==> src/rtl/snn_pkg.sv <==
// Shared definitions for the spiking pooling datapath: spike word field offsets,
// the reserved marker channel and the pooling FSM state encoding.
package snn_pkg;

  localparam int unsigned CH_MSB  = 31;
  localparam int unsigned CH_LSB  = 24;
  localparam int unsigned ROW_MSB = 23;
  localparam int unsigned ROW_LSB = 16;
  localparam int unsigned COL_MSB = 15;
  localparam int unsigned COL_LSB = 8;
  localparam int unsigned TS_MSB  = 7;
  localparam int unsigned TS_LSB  = 0;

  // Out-of-range channel; downstream layers ignore it, so it carries timestep markers.
  localparam logic [7:0] SPIKE_MARKER_CH = 8'hFF;

  typedef enum logic [1:0] {
    StIdle,
    StLookup,
    StEmit,
    StClear
  } pool_state_e;

endpackage

==> src/rtl/snn_pool_bitmap.sv <==
// Per-timestep "already fired" bitmap: test-and-set with a registered result,
// one-channel-per-cycle clear, asynchronous clear on reset.
module snn_pool_bitmap #(
  parameter int unsigned CHANNELS = 4,
  parameter int unsigned MAP_BITS = 16,
  parameter int unsigned IDX_W    = 6,
  parameter int unsigned CH_W     = 2
) (
  input  logic             clk,
  input  logic             rst_n,
  input  logic             i_tas_en,
  input  logic [IDX_W-1:0] i_tas_idx,
  output logic             o_was_set,
  input  logic             i_clr_en,
  input  logic [CH_W-1:0]  i_clr_ch
);

  localparam int unsigned TotalBits = CHANNELS * MAP_BITS;

  logic [TotalBits-1:0] r_bits;
  logic [TotalBits-1:0] w_bits_next;
  logic                 r_was_set;

  always_comb begin
    w_bits_next = r_bits;
    for (int c = 0; c < int'(CHANNELS); c++) begin
      if (i_clr_en && (i_clr_ch == CH_W'(c))) begin
        w_bits_next[c*MAP_BITS +: MAP_BITS] = '0;
      end
    end
    if (i_tas_en) begin
      w_bits_next[i_tas_idx] = 1'b1;
    end
  end

  always_ff @(posedge clk or negedge rst_n) begin
    if (!rst_n) begin
      r_bits    <= '0;
      r_was_set <= 1'b0;
    end else begin
      r_bits <= w_bits_next;
      if (i_tas_en) begin
        r_was_set <= r_bits[i_tas_idx];
      end
    end
  end

  assign o_was_set = r_was_set;

endmodule

==> src/rtl/snn_spike_pool2d.sv <==
// Event-driven 2D OR-pooling of AXI-Stream spike events with per-timestep dedup.
// Define SNN_POOL_STATS_EN to add drop_count / merge_count statistics ports.
module snn_spike_pool2d
  import snn_pkg::*;
#(
  parameter int unsigned INPUT_HEIGHT = 8,
  parameter int unsigned INPUT_WIDTH  = 8,
  parameter int unsigned CHANNELS     = 4,
  parameter int unsigned POOL_SIZE    = 2
) (
  input  logic        clk,
  input  logic        rst_n,
  input  logic        enable,
  input  logic        s_axis_spike_tvalid,
  input  logic [31:0] s_axis_spike_tdata,
  input  logic        s_axis_spike_tlast,
  output logic        s_axis_spike_tready,
  output logic        m_axis_spike_tvalid,
  output logic [31:0] m_axis_spike_tdata,
  output logic        m_axis_spike_tlast,
  input  logic        m_axis_spike_tready,
  output logic [31:0] input_spike_count,
  output logic [31:0] output_spike_count,
  output logic        busy
`ifdef SNN_POOL_STATS_EN
  ,
  output logic [31:0] drop_count,
  output logic [31:0] merge_count
`endif
);

  localparam int unsigned OutHeight = INPUT_HEIGHT / POOL_SIZE;
  localparam int unsigned OutWidth  = INPUT_WIDTH / POOL_SIZE;
  localparam int unsigned MapBits   = OutHeight * OutWidth;
  localparam int unsigned TotalBits = CHANNELS * MapBits;
  localparam int unsigned IdxW      = (TotalBits > 1) ? $clog2(TotalBits) : 1;
  localparam int unsigned ChW       = (CHANNELS > 1) ? $clog2(CHANNELS) : 1;
  localparam int unsigned PoolShift = $clog2(POOL_SIZE);
  localparam int unsigned RowLimit  = OutHeight * POOL_SIZE;
  localparam int unsigned ColLimit  = OutWidth * POOL_SIZE;

  pool_state_e r_state, w_state_next;

  logic [31:0]     r_in_data;
  logic            r_in_last;
  logic            r_in_range;
  logic [31:0]     r_m_data, w_m_data_next;
  logic            r_m_last, w_m_last_next;
  logic [ChW-1:0]  r_clr_ch;
  logic [31:0]     r_in_cnt;
  logic [31:0]     r_out_cnt;

  logic [7:0]      w_s_ch, w_s_row, w_s_col;
  logic            w_s_in_range;
  logic            w_accept;
  logic            w_emit_hs;
  logic [IdxW-1:0] w_tas_idx;
  logic            w_was_set;
  logic            w_clr_en;
  logic            w_drop, w_merge;
  logic [7:0]      w_prow, w_pcol;

  // Range and bitmap index come straight from the incoming beat so the bitmap's
  // registered answer is ready in LOOKUP.
  assign w_s_ch       = s_axis_spike_tdata[CH_MSB:CH_LSB];
  assign w_s_row      = s_axis_spike_tdata[ROW_MSB:ROW_LSB];
  assign w_s_col      = s_axis_spike_tdata[COL_MSB:COL_LSB];
  assign w_s_in_range = (32'(w_s_ch) < CHANNELS) && (32'(w_s_row) < RowLimit) &&
                        (32'(w_s_col) < ColLimit);
  assign w_tas_idx    = IdxW'(((32'(w_s_ch) * OutHeight) + 32'(w_s_row >> PoolShift)) *
                              OutWidth + 32'(w_s_col >> PoolShift));

  assign s_axis_spike_tready = rst_n && enable && (r_state == StIdle);
  assign w_accept            = s_axis_spike_tready && s_axis_spike_tvalid;
  assign w_emit_hs           = (r_state == StEmit) && m_axis_spike_tready;
  assign w_clr_en            = (r_state == StClear);

  assign w_prow  = r_in_data[ROW_MSB:ROW_LSB] >> PoolShift;
  assign w_pcol  = r_in_data[COL_MSB:COL_LSB] >> PoolShift;
  assign w_drop  = (r_state == StLookup) && !r_in_range;
  assign w_merge = (r_state == StLookup) && r_in_range && w_was_set;

  snn_pool_bitmap #(
    .CHANNELS (CHANNELS),
    .MAP_BITS (MapBits),
    .IDX_W    (IdxW),
    .CH_W     (ChW)
  ) u_bitmap (
    .clk       (clk),
    .rst_n     (rst_n),
    .i_tas_en  (w_accept && w_s_in_range),
    .i_tas_idx (w_tas_idx),
    .o_was_set (w_was_set),
    .i_clr_en  (w_clr_en),
    .i_clr_ch  (r_clr_ch)
  );

  always_comb begin
    w_state_next  = r_state;
    w_m_data_next = r_m_data;
    w_m_last_next = r_m_last;
    unique case (r_state)
      StIdle: begin
        if (w_accept) w_state_next = StLookup;
      end
      StLookup: begin
        if (r_in_range && !w_was_set) begin
          w_state_next  = StEmit;
          w_m_data_next = {r_in_data[CH_MSB:CH_LSB], w_prow, w_pcol, r_in_data[TS_MSB:TS_LSB]};
          w_m_last_next = r_in_last;
        end else if (r_in_last) begin
          w_state_next  = StEmit;
          w_m_data_next = {SPIKE_MARKER_CH, 8'hFF, 8'hFF, r_in_data[TS_MSB:TS_LSB]};
          w_m_last_next = 1'b1;
        end else begin
          w_state_next = StIdle;
        end
      end
      StEmit: begin
        if (m_axis_spike_tready) w_state_next = r_m_last ? StClear : StIdle;
      end
      StClear: begin
        if (r_clr_ch == ChW'(CHANNELS - 1)) w_state_next = StIdle;
      end
      default: w_state_next = StIdle;
    endcase
  end

  always_ff @(posedge clk or negedge rst_n) begin
    if (!rst_n) begin
      r_state    <= StIdle;
      r_in_data  <= '0;
      r_in_last  <= 1'b0;
      r_in_range <= 1'b0;
      r_m_data   <= '0;
      r_m_last   <= 1'b0;
      r_clr_ch   <= '0;
      r_in_cnt   <= '0;
      r_out_cnt  <= '0;
    end else begin
      r_state  <= w_state_next;
      r_m_data <= w_m_data_next;
      r_m_last <= w_m_last_next;
      if (w_accept) begin
        r_in_data  <= s_axis_spike_tdata;
        r_in_last  <= s_axis_spike_tlast;
        r_in_range <= w_s_in_range;
        r_in_cnt   <= r_in_cnt + 32'd1;
      end
      if (w_emit_hs) r_out_cnt <= r_out_cnt + 32'd1;
      r_clr_ch <= w_clr_en ? r_clr_ch + ChW'(1) : '0;
    end
  end

`ifdef SNN_POOL_STATS_EN
  logic [31:0] r_drop_cnt, r_merge_cnt;

  always_ff @(posedge clk or negedge rst_n) begin
    if (!rst_n) begin
      r_drop_cnt  <= '0;
      r_merge_cnt <= '0;
    end else begin
      if (w_drop)  r_drop_cnt  <= r_drop_cnt + 32'd1;
      if (w_merge) r_merge_cnt <= r_merge_cnt + 32'd1;
    end
  end

  assign drop_count  = r_drop_cnt;
  assign merge_count = r_merge_cnt;
`else
  logic w_unused_stats;
  assign w_unused_stats = w_drop ^ w_merge;
`endif

  assign m_axis_spike_tvalid = (r_state == StEmit);
  assign m_axis_spike_tdata  = r_m_data;
  assign m_axis_spike_tlast  = r_m_last;
  assign input_spike_count   = r_in_cnt;
  assign output_spike_count  = r_out_cnt;
  assign busy                = (r_state != StIdle);

endmodule

==> config.mk <==
export PLATFORM = sky130hd
export DESIGN_NAME = snn_spike_pool2d
export DESIGN_NICKNAME = d
export VERILOG_FILES = /design/src/rtl/snn_pkg.sv /design/src/rtl/snn_pool_bitmap.sv /design/src/rtl/snn_spike_pool2d.sv
export SDC_FILE = /design/constraint.sdc
export NUM_CORES = 1
export LEC_CHECK = 0
export ABC_CLOCK_PERIOD_IN_PS = 4040
export CORE_MARGIN = 1.5
export CORE_UTILIZATION = 40
export CTS_BUF_LIST = sky130_fd_sc_hd__clkbuf_8
export DETAILED_ROUTE_END_ITERATION = 8
export DONT_BUFFER_PORTS = 1
export GPL_TIMING_DRIVEN = 0
export PLACE_DENSITY_LB_ADDON = 0.15
export SYNTH_ARGS = -nofsm -noshare
export SYNTH_HDL_FRONTEND = slang
export SYNTH_SLANG_ARGS = --single-unit
==> constraint.sdc <==
create_clock -name clk -period 4.04 [get_ports clk]
set_clock_uncertainty 0.15 [all_clocks]
set_input_delay 1.01 -clock clk [delete_from_list [all_inputs] [get_ports clk]]
set_output_delay 1.01 -clock clk [all_outputs]
set_load 0.02 [all_outputs]
# == Yosys cells after proc, flatten, opt, wreduce, memory -nomap -nowiden ==
# Index checks and enable logic that the tools add are counted.
# word_totals
wordCells,72
latchBits,0
ff_bits,200
n_memories,0
mem_bits_ro,0
ram_bits,0
# classes
reduce_logical,20
mul,0
magnitude_cmp,5
n_eq_ne,9
muxes,21
n_shift,0
addsub,5
div_mod_pow,0
n_bitwise,1
# op_table
operator,n
"adder 32 x 1 -> 32 bit, second input constant",2
2-to-1 mux 16 bit,4
2-to-1 mux 32 bit,2
2-to-1 mux 64 bit,1
bitwise OR 64 bit,1
"less-than comparator 8 x 4 -> 1 bit, second input constant",2
2-to-1 mux 2 bit,7
logical AND 1 bit,13
"equality test 2 bit, second input constant",4
"less-than comparator 8 x 3 -> 1 bit, second input constant",1
case mux 2 bit (4 select lines),1
"less-than comparator 6 x 7 -> 1 bit, second input constant",1
adder 6 bit,1
binary-select mux 1 bit (select 6 bit),1
demux 1 bit (select 6 bit),1
"greater-or-equal comparator 6 x 1 -> 1 bit, second input constant",1
adder 4 bit,1
"equality test 2 x 1 -> 1 bit, second input constant",2
zero test 2 bit,2
2-to-1 mux 1 bit,4
"inequality test 2 bit, second input constant",2
nonzero test 2 bit,2
AND reduction 3 bit,1
"adder 2 x 1 -> 2 bit, second input constant",1
other kinds (3),3

# == Logic depth before layout (Yosys ltp) ==
# logic_depth
ltp_word,8
ltp_mapped,7

# == Hierarchy ==
# From an unflattened synthesis, not the netlist that was laid out.
# hier_totals
hier_cells,791
hier_area_um2,8852.2
# by_module_without_submodules
mod,seq_area_each_um2,cells_per_inst,instances,area_each_um2
snn_spike_pool2d,3303.2,509,1,5766.8
snn_pool_bitmap,1626.6,282,1,3085.5

# == Worst setup path after synthesis ==
# No wires, ideal clock.
# synth_path
kind,in2reg
from,input s_axis_spike_tdata[19]
to,"register u_bitmap.r_was_set, in the netlist u_bitmap.o_was_set"
setup_slack_ps,1122
n_path_buf,0
path_stages,7
t_arrival_ps,2680
path_cell_list,ha_1 -> ha_1 -> a21oi_1 -> xor2_1 -> nor2_1 -> a22oi_1 -> a41oi_1
# synth_between
elab_chain_len,4
elab_cells_between_ends,8
classes_between,add/sub (2); order compare (1); mux (2); reduce/logical (3)
# synth_rtl
item,line_no,source
"start, declared",snn_spike_pool2d.sv:15,"input logic [31:0] s_axis_spike_tdata,"
adder 4 bit / less-than comparator 8 x 4 -> 1 bit (equally long branches),"snn_spike_pool2d.sv:70, snn_spike_pool2d.sv:68",
adder 6 bit / logical AND 1 bit (equally long branches),"snn_spike_pool2d.sv:71, snn_spike_pool2d.sv:68",
binary-select mux 1 bit (select 6 bit) / logical AND 1 bit (equally long branches),"snn_pool_bitmap.sv:43, snn_spike_pool2d.sv:68",
2-to-1 mux 1 bit (implied by the code) / logical AND 1 bit (equally long branches),"snn_pool_bitmap.sv:43, snn_spike_pool2d.sv:91",
"end signal, assigned",snn_pool_bitmap.sv:43,r_was_set <= r_bits[i_tas_idx];
"end, declared",snn_pool_bitmap.sv:22,logic r_was_set;
# Parallel ways exist; a longest one is shown, timed or not. The select of a mux whose other input is x is not followed.
# A chain may end at the register's enable or synchronous reset.

# == Final worst setup path ==
# layout_path
from,input s_axis_spike_tdata[11]
to,"register u_bitmap.r_was_set, in the netlist u_bitmap.o_was_set"
# layout_between
elab_chain_len,3
elab_cells_between_ends,6
classes_between,add/sub (1); order compare (1); mux (2); reduce/logical (2)
# layout_rtl
item,line_no
adder 6 bit / less-than comparator 8 x 4 -> 1 bit (equally long branches),"snn_spike_pool2d.sv:71, snn_spike_pool2d.sv:69"
binary-select mux 1 bit (select 6 bit) / logical AND 1 bit (equally long branches),"snn_pool_bitmap.sv:43, snn_spike_pool2d.sv:68"
2-to-1 mux 1 bit (implied by the code) / logical AND 1 bit (equally long branches),"snn_pool_bitmap.sv:43, snn_spike_pool2d.sv:91"
# Parallel ways exist; a longest one is shown, timed or not. The select of a mux whose other input is x is not followed.

==> reports/results.tsv <==
metric	value	unit
run_status	finished, final reports clean	
dpl-instance-area	8880	um2
dpl_hpwl	14100	um
initial_standard_cell_utilization_of_the_core	40.8	%
syn_inst	738	
internal-power	2.84	mW
core_region_area	21000	um2
avgRoutedWirePerCell	19.6	um
die_area	22200	um2
vias_in_the_first_global_route	5925	
final_cell_count_no_fill	1045	
synth.ff_latch_count	197	
async_flop_share	100	%
num_rows	53	
switchingPower	1.37	mW
crit_arrival	3230	ps
slowest_delay	550	ps
sequential_share_of_power	60.1	%
insertion_delay	470	ps
gr-total-overflow	0	
timing.critical_path.slowest_stage_cell	buf_1	
number_of_buffers_added_for_setup_after_cts	0	
synth.top_cells.by_area	dfrtp_1 (58%), nand2_1 (8.0%), a22o_1 (6.7%)	
cts_repair_resize_count	0	
fraction_of_synthesized_cell_area_taken_by_the_top_area_cell_type	57.7	%
worst_slew_margin_rel	40.7	%
final.period_utilization	75.4	%
drv_cap	0	
cts_tree	built	
fmax	328	MHz
crit_path_max_fanout	10	
setup_tns	0	ps
design_area	9300	um2
min_period	3050	ps
post-place-cells	1013	
post_synthesis_cell_area	8540	um2
routed_via_density	5.51	
ys.warnings.count	0	
cts_max_path_buffers	2	
ys_seq_area_share	57.7	%
worst_pin_slew	887	ps
detailedRoute.firstIterationViolations	337	
grt_use_total	19.1	%
min-delay-path-class	input pin to async pin	
routed-wl-met3	1480	um
wl_met1	9090	um
synth.lib_cells_used.distinct	51	
drcViolationCount	0	
gpl.final_weighted_congestion	0.814	
critical_path_class	input pin to flip-flop	
synth.most_common_cell	dfrtp_1	
layout-drive-gt1-share	10.0	%
final_nets	806	
finalPower	4.21	mW
p_leak	4.39	nW
final_util	44.4	%
synth_edf_count	0	
share_of_power_burned_in_combinational_logic	8.5	%
root_buffer	clkbuf_8	
yosysTopAreaCell	dfrtp_1	
detail_route.wirelength	20500	um
cp_cell_sequence	ha_1 -> buf_1 -> mux4_2 -> mux2_2 -> a22oi_1 -> a41oi_1	
antenna_found_initial	0	
hold_buffers	0	
top_layer	met4	
final_max_slew_viol_count	0	
setup_viol	0	
report.final.hold_viol_count	0	
critical_path.startpoint_type	input pin	
clk_transition_reported_paths	110	ps
cts_max_level	4	
met2_wl	9700	um
flow.area_growth_from_synthesis	8.89	%
antenna-diode-count	0	
setup.worst_path.end_class	flip-flop	
clkPwrFrac	31.4	%
worst-endpoint-required	4220	ps
synth_nets	787	
rsz0062_at_grt	no	
drt_pass1_iterations	4	
place.port_buffers	0	
tritoncts_buffer_count	17	
fp.dieW	149	um
vias	5762	
design.portCount	138	
dieHeight	149	um
global_route_wire_length_before_repair	32600	um
ant_nets	0	
vdd_drop_max	0.206	mV
p_sw_share	32.6	%
power_density	453	nW/um2
path_delay_family	multiplexers	
synthFlopType	dfrtp_1	
clock-sinks	197	
synth_area_per_cell	11.6	um2
synth_common_cells	dfrtp_1 (197), nand2_1 (181), a22o_1 (65), xnor2_1 (53), nand3_1 (27)	
worstPathBufferInverterCount	1	
grt_max_degree	199	
==> routing by layer <==
layer	vias to the layer above	global-route usage, %
li1	2621	-
met1	2941	25.8
met2	183	30.2
met3	17	5.32
met4	0	5.54
met5	-	0
==> kinds of logic after synthesis <==
logic type | synth area share (%)
AO/OA/AOI/OAI | 9.57
XOR/XNOR | 6.97
adder cells (fa/ha/maj) | 1.70
buffers and inverters | 1.60
flip-flops | 57.7
multiplexers | 5.35
AND/OR/NAND/NOR | 17.1
==> layout by cell type, fill, tap and decap left out, types with 5 or more instances in the layout <==
cell and count:
nand3_1 27, xor2_1 15, nand4_1 13, and4_1 5, xnor2_1 53, a22o_1 65, clkbuf_8 17, ha_1 10
dfrtp_1 197, nand2_1 181, inv_8 6, and3_1 14, nor2_1 24, mux4_2 16, clkbuf_1 19, o21ai_0 16
o22a_1 7, mux2_2 5
==> final timing paths <==
check	to	slack, ps	depth (start not counted)	start
max	u_bitmap.o_was_set	990	6	s_axis_spike_tdata[11]
min	output_spike_count[17]	60	0	rst_n
max reg2reg	u_bitmap.r_bits[53]	1250	6	r_state[1]
min reg2reg	m_axis_spike_tdata[6]	330	2	r_in_data[6]
max in group asynchronous	r_in_data[24]	3410	0	rst_n
min in group clk	m_axis_spike_tdata[6]	330	2	r_in_data[6]
==> flip-flops by register name, summed over array words and instances, names as in the netlist <==
signal,count
u_bitmap.r_bits,64
input_spike_count,32
output_spike_count,32
m_axis_spike_tdata,31
r_in_data,30
r_clr_ch,2
r_state,2
m_axis_spike_tlast,1
r_in_last,1
r_in_range,1
u_bitmap.o_was_set,1
==> power groups by stage <==
stage | clock, mW | sequential [mW] | combinational (mW)
finish | 1.32 | 2.53 | 0.360
detailed placement | 0 | 2.57 | 0.365
global placement | 0 | 2.57 | 0.350
global route | 1.44 | 2.56 | 0.420
CTS | 1.37 | 2.54 | 0.365
floorplan | 0 | 2.50 | 0.288
==> cell type report <==
cell class / count / area [um2]
Fill cell: 1971 / 11700
Sequential cell: 197 / 4930
Multi-Input combinational cell: 508 / 3470
Tap cell: 275 / 344
Clock buffer: 17 / 234
Clock inverter: 15 / 181
Buffer: 29 / 121
Inverter: 4 / 15.0
==> through the flow <==
stage	setup slack [ps]	hold WS, ps
finish	993	64.2
global route	901	21.8
CTS	1030	29.5
detailed placement	520	300
global placement	485	298
floorplan	1120	289
(Power assumes the default switching activity.)
